`src/rtl/vga_pkg.sv`:
```
// Shared types and helpers for the VGA source selector.
package vga_pkg;

  localparam int COLOR_W_DEFAULT = 4;

  typedef struct packed {
    logic [COLOR_W_DEFAULT-1:0] red;
    logic [COLOR_W_DEFAULT-1:0] green;
    logic [COLOR_W_DEFAULT-1:0] blue;
  } rgb_t;

  typedef enum logic [1:0] {
    IDLE    = 2'd0,
    WAIT_VS = 2'd1,
    BLANK   = 2'd2
  } mux_state_t;

  // Bits needed to hold values 0..v-1, never less than one.
  function automatic int clog2_min1(input int v);
    return (v <= 2) ? 1 : $clog2(v);
  endfunction

endpackage

```
`src/rtl/vga_sel_debounce.sv`:
```
// Two-flop synchroniser plus stability counter for the source-select switches.
// Out-of-range selections are never accepted; sel_stable holds its last legal value.
module vga_sel_debounce import vga_pkg::*; #(
  parameter  int NUM_SRC         = 2,
  parameter  int DEBOUNCE_CYCLES = 250000,
  localparam int SEL_W           = (NUM_SRC > 2) ? $clog2(NUM_SRC) : 1
) (
  input  logic             clk,
  input  logic             rst_n,
  input  logic [SEL_W-1:0] sel_raw,
  output logic [SEL_W-1:0] sel_stable
);

  localparam int               CNT_W     = clog2_min1(DEBOUNCE_CYCLES);
  localparam logic [CNT_W-1:0] CNT_LAST  = CNT_W'(DEBOUNCE_CYCLES - 1);
  localparam int               SEL_W1    = SEL_W + 1;
  localparam logic [SEL_W:0]   SEL_LIMIT = SEL_W1'(NUM_SRC);

  logic [SEL_W-1:0] sync1_q, sync2_q;
  logic [SEL_W-1:0] cand_q, cand_d;
  logic [SEL_W-1:0] stable_q, stable_d;
  logic [CNT_W-1:0] cnt_q, cnt_d;

  always_comb begin
    cand_d   = cand_q;
    cnt_d    = cnt_q;
    stable_d = stable_q;
    if (sync2_q != cand_q) begin
      cand_d = sync2_q;
      cnt_d  = '0;
    end else begin
      if (cnt_q != CNT_LAST) begin
        cnt_d = cnt_q + 1'b1;
      end
      if (cnt_q == CNT_LAST && {1'b0, cand_q} < SEL_LIMIT) begin
        stable_d = cand_q;
      end
    end
  end

  always_ff @(posedge clk or negedge rst_n) begin
    if (!rst_n) begin
      sync1_q  <= '0;
      sync2_q  <= '0;
      cand_q   <= '0;
      cnt_q    <= '0;
      stable_q <= '0;
    end else begin
      sync1_q  <= sel_raw;
      sync2_q  <= sync1_q;
      cand_q   <= cand_d;
      cnt_q    <= cnt_d;
      stable_q <= stable_d;
    end
  end

  assign sel_stable = stable_q;

endmodule

```
`src/rtl/vga_source_mux.sv`:
```
// Frame-aligned VGA source selector: switches only on the active source's vsync
// leading edge, then blanks RGB for BLANK_FRAMES frames. Optional vsync watchdog: VGA_MUX_TIMEOUT_EN.
module vga_source_mux import vga_pkg::*; #(
  parameter  int NUM_SRC         = 2,
  parameter  int COLOR_W         = COLOR_W_DEFAULT,
  parameter  int DEBOUNCE_CYCLES = 250000,
  parameter  int BLANK_FRAMES    = 2,
  parameter  int TIMEOUT_CYCLES  = 1000000,
  localparam int SEL_W           = (NUM_SRC > 2) ? $clog2(NUM_SRC) : 1
) (
  input  logic                       clk,
  input  logic                       rst_n,
  input  logic [SEL_W-1:0]           sel_raw,
  input  logic [NUM_SRC*COLOR_W-1:0] src_red,
  input  logic [NUM_SRC*COLOR_W-1:0] src_green,
  input  logic [NUM_SRC*COLOR_W-1:0] src_blue,
  input  logic [NUM_SRC-1:0]         src_h_sync,
  input  logic [NUM_SRC-1:0]         src_v_sync,
  input  logic [NUM_SRC-1:0]         src_de,
  output logic [COLOR_W-1:0]         vga_red,
  output logic [COLOR_W-1:0]         vga_green,
  output logic [COLOR_W-1:0]         vga_blue,
  output logic                       h_sync,
  output logic                       v_sync,
  output logic [SEL_W-1:0]           active_sel,
  output logic                       switching
);

  localparam int               BLK_W      = clog2_min1(BLANK_FRAMES);
  localparam logic [BLK_W-1:0] BLANK_LAST = BLK_W'((BLANK_FRAMES > 0) ? BLANK_FRAMES - 1 : 0);

  if (NUM_SRC < 2 || COLOR_W < 1 || DEBOUNCE_CYCLES < 1 || BLANK_FRAMES < 0 ||
      TIMEOUT_CYCLES < 1) begin : g_bad_param
    $error("vga_source_mux: illegal parameter value");
  end

  logic [SEL_W-1:0]   sel_stable;
  logic [NUM_SRC-1:0] vs_prev_q;
  logic [NUM_SRC-1:0] vs_fall;
  logic               vs_edge;
  logic               wd_fire;

  mux_state_t         state_q, state_d;
  logic [SEL_W-1:0]   active_sel_q, active_sel_d;
  logic [SEL_W-1:0]   pending_q, pending_d;
  logic [BLK_W-1:0]   blank_cnt_q, blank_cnt_d;
  logic               switching_q, switching_d;

  logic [COLOR_W-1:0] red_q, red_d, green_q, green_d, blue_q, blue_d;
  logic               hs_q, hs_d, vs_q, vs_d;

  logic [COLOR_W-1:0] red_arr   [NUM_SRC];
  logic [COLOR_W-1:0] green_arr [NUM_SRC];
  logic [COLOR_W-1:0] blue_arr  [NUM_SRC];

  for (genvar i = 0; i < NUM_SRC; i++) begin : g_unpack
    assign red_arr[i]   = src_red[i*COLOR_W +: COLOR_W];
    assign green_arr[i] = src_green[i*COLOR_W +: COLOR_W];
    assign blue_arr[i]  = src_blue[i*COLOR_W +: COLOR_W];
  end

  vga_sel_debounce #(
    .NUM_SRC         (NUM_SRC),
    .DEBOUNCE_CYCLES (DEBOUNCE_CYCLES)
  ) u_debounce (
    .clk        (clk),
    .rst_n      (rst_n),
    .sel_raw    (sel_raw),
    .sel_stable (sel_stable)
  );

  // Edges are tracked on every source so the new source's first frame is seen right after a switch.
  assign vs_fall = vs_prev_q & ~src_v_sync;
  assign vs_edge = vs_fall[active_sel_q] | wd_fire;

  always_comb begin
    state_d      = state_q;
    active_sel_d = active_sel_q;
    pending_d    = pending_q;
    blank_cnt_d  = blank_cnt_q;
    case (state_q)
      IDLE: begin
        if (sel_stable != active_sel_q) begin
          pending_d = sel_stable;
          state_d   = WAIT_VS;
        end
      end
      WAIT_VS: begin
        if (sel_stable != pending_q) begin
          pending_d = sel_stable;
        end
        if (sel_stable == active_sel_q) begin
          state_d = IDLE;
        end else if (vs_edge) begin
          active_sel_d = pending_d;
          blank_cnt_d  = '0;
          state_d      = (BLANK_FRAMES == 0) ? IDLE : BLANK;
        end
      end
      BLANK: begin
        if (vs_edge) begin
          if (blank_cnt_q == BLANK_LAST) begin
            state_d = IDLE;
          end else begin
            blank_cnt_d = blank_cnt_q + 1'b1;
          end
        end
      end
      default: state_d = IDLE;
    endcase
  end

`ifdef VGA_MUX_TIMEOUT_EN
  localparam int            WD_W    = clog2_min1(TIMEOUT_CYCLES);
  localparam logic [WD_W-1:0] WD_LAST = WD_W'(TIMEOUT_CYCLES - 1);

  logic [WD_W-1:0] wd_q, wd_d;

  // A dead source never produces an edge; the watchdog stands in for it.
  assign wd_fire = (state_q != IDLE) && (wd_q == WD_LAST);

  always_comb begin
    wd_d = wd_q + 1'b1;
    if (state_q == IDLE || state_d != state_q || (state_q == BLANK && vs_edge)) begin
      wd_d = '0;
    end
  end

  always_ff @(posedge clk or negedge rst_n) begin
    if (!rst_n) begin
      wd_q <= '0;
    end else begin
      wd_q <= wd_d;
    end
  end
`else
  assign wd_fire = 1'b0;
`endif

  // Mux on the next-state select so outputs and active_sel always refer to the same source.
  always_comb begin
    hs_d        = src_h_sync[active_sel_d];
    vs_d        = src_v_sync[active_sel_d];
    red_d       = '0;
    green_d     = '0;
    blue_d      = '0;
    switching_d = (state_q != IDLE);
    if (src_de[active_sel_d] && state_d != BLANK) begin
      red_d   = red_arr[active_sel_d];
      green_d = green_arr[active_sel_d];
      blue_d  = blue_arr[active_sel_d];
    end
  end

  always_ff @(posedge clk or negedge rst_n) begin
    if (!rst_n) begin
      state_q      <= IDLE;
      active_sel_q <= '0;
      pending_q    <= '0;
      blank_cnt_q  <= '0;
      switching_q  <= 1'b0;
      vs_prev_q    <= '0;
      red_q        <= '0;
      green_q      <= '0;
      blue_q       <= '0;
      hs_q         <= 1'b1;
      vs_q         <= 1'b1;
    end else begin
      state_q      <= state_d;
      active_sel_q <= active_sel_d;
      pending_q    <= pending_d;
      blank_cnt_q  <= blank_cnt_d;
      switching_q  <= switching_d;
      vs_prev_q    <= src_v_sync;
      red_q        <= red_d;
      green_q      <= green_d;
      blue_q       <= blue_d;
      hs_q         <= hs_d;
      vs_q         <= vs_d;
    end
  end

  assign vga_red    = red_q;
  assign vga_green  = green_q;
  assign vga_blue   = blue_q;
  assign h_sync     = hs_q;
  assign v_sync     = vs_q;
  assign active_sel = active_sel_q;
  assign switching  = switching_q;

endmodule

```
`config.mk`:
```
export PLATFORM = sky130hd
export DESIGN_NAME = vga_source_mux
export DESIGN_NICKNAME = d
export VERILOG_FILES = /design/src/rtl/vga_pkg.sv /design/src/rtl/vga_sel_debounce.sv /design/src/rtl/vga_source_mux.sv
export SDC_FILE = /design/constraint.sdc
export NUM_CORES = 1
export LEC_CHECK = 0
export ABC_AREA = 1
export CORE_MARGIN = 2
export CORE_UTILIZATION = 47
export CTS_BUF_LIST = sky130_fd_sc_hd__clkbuf_8 sky130_fd_sc_hd__clkbuf_16
export DETAILED_ROUTE_END_ITERATION = 16
export GPL_TIMING_DRIVEN = 0
export HOLD_SLACK_MARGIN = 0.02
export PLACE_DENSITY_LB_ADDON = 0.12
export RECOVER_POWER = 50
export SYNTH_ARGS = -nofsm -noshare
export SYNTH_HDL_FRONTEND = slang
export SYNTH_HIERARCHICAL = 1
export SYNTH_SLANG_ARGS = --single-unit
```
`constraint.sdc`:
```
create_clock -name clk -period 1.8 [get_ports clk]
set_input_delay 0.18 -clock clk [delete_from_list [all_inputs] [get_ports clk]]
set_output_delay 0.18 -clock clk [all_outputs]
set_load 0.01 [all_outputs]
```
==> flow_summary_export.csv <==
group,metric,value,unit
synth,synth-xor-area-share,1.09,%
clock_network,h-tree-depth,2,
synth,syn_area_per_cell,7.84,um2
drt,drt_pre_antenna_iters,4,
floorplan,fp-row-count,26,
worst_setup_path,path_max_fanout,10,
sta,setup-violations-final,0,
floorplan,fp.dieH,75.8,um
layout,regArea,1080,um2
drt,num_vias,2059,
min_path,min_path_type,"reg -> reg",
drt,wirelength,4.99,mm
place,hpwl,3.90,mm
floorplan,start_util,48.0,%
power_and_ir_drop,power,3680,uW
clock_network,cts-root-buf,"clkbuf_8",
power_and_ir_drop,powerDensity,1180,nW/um2
global_route,grt_start_max_net_pins,35,
drt,ant_nets,0,
clock_network,post_cts_resize_count,0,
worst_setup_path,end_kind,"register",
global_route,grt_pass1_wl,8.63,mm
synth,synthAdderAreaFrac,0.517,%
synth,ys_types,29,
worst_setup_path,rrSetupSlack,0.21,ns
synth,synth_mux_area_share,0,%
layout,n_fill_cell,475,
clock_network,cts_tree,"done",
layout,n_antenna_cell,0,
sta,period_minus_slack,1.59,ns
worst_setup_path,start_kind,"register",
worst_setup_path,worst-endpoint-arrival,1.79,ns
layout,multi_input_area,1120,um2
clock_network,numCtsBuffers,5,
sta,clock_skew,0.00633,ns
power_and_ir_drop,peakVddDrop,0.791,mV
sta,hold_violations,0,
flow_run,drv_cap,0,
layout,stdcell_count,437,
drt,drc,0,
sta,slew_violations,0,
global_route,grt_pass1_vias,2059,
synth,yosys.area_share.simple,41.5,%
synth,postSynthCellCount,309,
global_route,antenna_found_initial,0,
floorplan,design.portCount,49,
power_and_ir_drop,p_leak,0.00147,uW
sta,worst_pin_slew,0.593,ns
floorplan,die-area,5740,um2
sta,max_slew_margin,60.4,%
clock_network,cts_max_path_buffers,2,
sta,rsz0062_at_grt,"no",
global_route,overflow,0,
clock_network,path_clk_slew,0.08,ns
synth,synth_top_family_by_area,"simple AND/OR/NAND/NOR gates",
worst_setup_path,required,2.00,ns
clock_network,clock_latency,0.30,ns
synth,synth.yosys.seq_area_share,44.5,%
worst_setup_path,crit_type,"reg -> reg",
synth,ys_warn_count,6,
layout,fin_nets,400,
sta,max_freq,0.627,GHz
synth,syn-num-nets,343,
place,place_congestion,0.888,
place,numPortBuffers,48,
synth,synth_seq_cells,43,
drt,drtIter0Drc,88,
global_route,grt_use_total,20.1,%
floorplan,core-area,5040,um2
sta,fin_crit_sh,88.5,%
status,status,"complete, no violations",
layout,area_growth,29.3,%
place,post-place-cells,428,
floorplan,die_x,75.8,um
drt,post_drt_via_cell_ratio,4.71,
layout,layout-drive-gt1-share,13.6,%
synth,synth_compound_area_share,3.05,%
synth,syn_area,2420,um2
drt,avgRoutedWirePerCell,11.4,um
clock_network,cts.sink_count,43,
[cell families after synthesis]
kind of cell	after synthesis
adders and majority gates	1
AOI/OAI and AO/OA	13
buffers and inverters	52
xor gates and xnor gates	3
DFF	43
and+or+nand+nor	197
[state kept, by name, indices dropped and copies added, names as in the netlist]
register	count
h_sync	1
v_sync	1
vs_prev_q	2
u_debounce/sync1_q	1
vga_green	4
u_debounce/cnt_q	18
u_debounce/sync2_q	1
u_debounce/cand_q	1
vga_blue	4
u_debounce/sel_stable	1
active_sel	1
switching	1
state_q	2
blank_cnt_q	1
vga_red	4
[per-stage QoR]
| step | area, um2 | setup TNS, ns | hold slack, ns | worst slack, ns | util [%] |
|---|---|---|---|---|---|
| after detailed placement | 3000 | 0 | 0.0641 | 0.0997 | 59.6 |
| after global placement | 2990 | -26.02 | 0.332 | -0.629 | 59.3 |
| after CTS | 3130 | 0 | 0.260 | 0.223 | 62.1 |
| after floorplan | 2420 | 0 | -0.116 | 0.367 | - |
| after global routing | 3130 | 0 | 0.360 | 0.102 | 62.1 |
| final | 3130 | 0 | 0.361 | 0.206 | 62.1 |
[synth_stat cells]
library cell | instances | area, um2
nand3_2 | 3 | 30.0
a211oi_1 | 1 | 7.51
nand2_1 | 85 | 319
o21ai_0 | 5 | 25.0
nand2_4 | 5 | 56.3
nand3_1 | 30 | 150
buf_2 | 2 | 10.0
nand4_1 | 5 | 31.3
buf_6 | 1 | 11.3
ha_1 | 1 | 12.5
dfrtp_1 | 41 | 1030
and2_2 | 1 | 7.51
nor2_4 | 16 | 180
a22o_1 | 1 | 8.76
a21oi_1 | 5 | 25.0
buf_12 | 1 | 20.0
xor2_1 | 3 | 26.3
nand2_2 | 4 | 25.0
o21bai_1 | 1 | 7.51
buf_4 | 1 | 7.51
nand3_4 | 1 | 17.5
and2_1 | 1 | 6.26
nor3_1 | 1 | 5.00
nor2_2 | 3 | 18.8
inv_1 | 44 | 165
clkbuf_1 | 1 | 3.75
dfstp_2 | 2 | 52.6
nor2_1 | 42 | 158
inv_2 | 2 | 7.51
[what timing repair did]
item | 4_1_cts | 5_1_grt
hold endpoints to repair | 9 | 0
setup buffers | 0 | 0
hold buffers | 1 | 0
[worst max-delay path, stage by stage, from the launching register on]
cell	delay, ns
dfrtp_1	0.44
inv_1	0.15
nand3_2	0.12
nand2_4	0.12
nand2_4	0.06
nand2_4	0.09
nand2_4	0.09
nand2_2	0.07
nand2_2	0.06
nand2_4	0.08
buf_12	0.17
nor2_4	0.03
[layout make-up]
type	instances	share of cell area, %
flip-flops and latches	43	34.5
multi-input cells	214	35.7
repair buffers	50	16.1
plain buffers	6	1.68
well taps	70	2.80
clock buffers	6	2.64
clock inverters	2	1.12
inverters	46	5.52
[cell usage in the layout, fill, tap and decap left out]
cell	n
nand2_1	85
inv_1	45
clkdlybuf4s50_1	44
nor2_1	42
dfrtp_1	41
nand3_1	30
nor2_4	16
clkbuf_8	6
nand2_4	5
o21ai_0	5
a21oi_1	5
nand4_1	5
nand2_2	4
dlygate4sd3_1	4
nand3_2	3
xor2_1	3
nor2_2	3
buf_2	2
buf_12	2
dfstp_2	2
clkbuf_1	2
a211oi_1	1
nand3_4	1
buf_6	1
a22o_1	1
clkinv_2	1
bufinv_16	1
inv_2	1
buf_4	1
and2_1	1
and2_2	1
o21bai_1	1
nor3_1	1
ha_1	1
[final timing paths]
| path | startpoint | endpoint | depth (start not counted) |
|---|---|---|---|
| worst max-delay path | active_sel | vga_green[0] | 11 |
| worst min-delay path | u_debounce/sync1_q | u_debounce/sync2_q | 0 |
| worst max register to register | active_sel | vga_green[0] | 11 |
| worst min register to register | u_debounce/sync1_q | u_debounce/sync2_q | 0 |
| max in group asynchronous | rst_n | h_sync | 3 |
| min in group asynchronous | rst_n | u_debounce/cnt_q[2] | 2 |
[per-layer routing]
metal  share of wire [%]  up-vias  wire (um)  GRT usage [%]
li1                    -     1060          -              -
met4                 1.6        0         80           7.02
met1                  43      948       2140           23.2
met3                 5.7        7        283           6.61
met5                   0        -          0              0
met2                  50       44       2490           34.8
[power breakdown]
part | switching, uW | leakage (uW) | total, uW | internal [uW]
clock network | 342 | 0.0000612 | 791 | 449
logic | 861 | 0.000844 | 1600 | 740
registers | 98.2 | 0.000564 | 1290 | 1190
No activity file was read; power rests on OpenSTA's default activity.
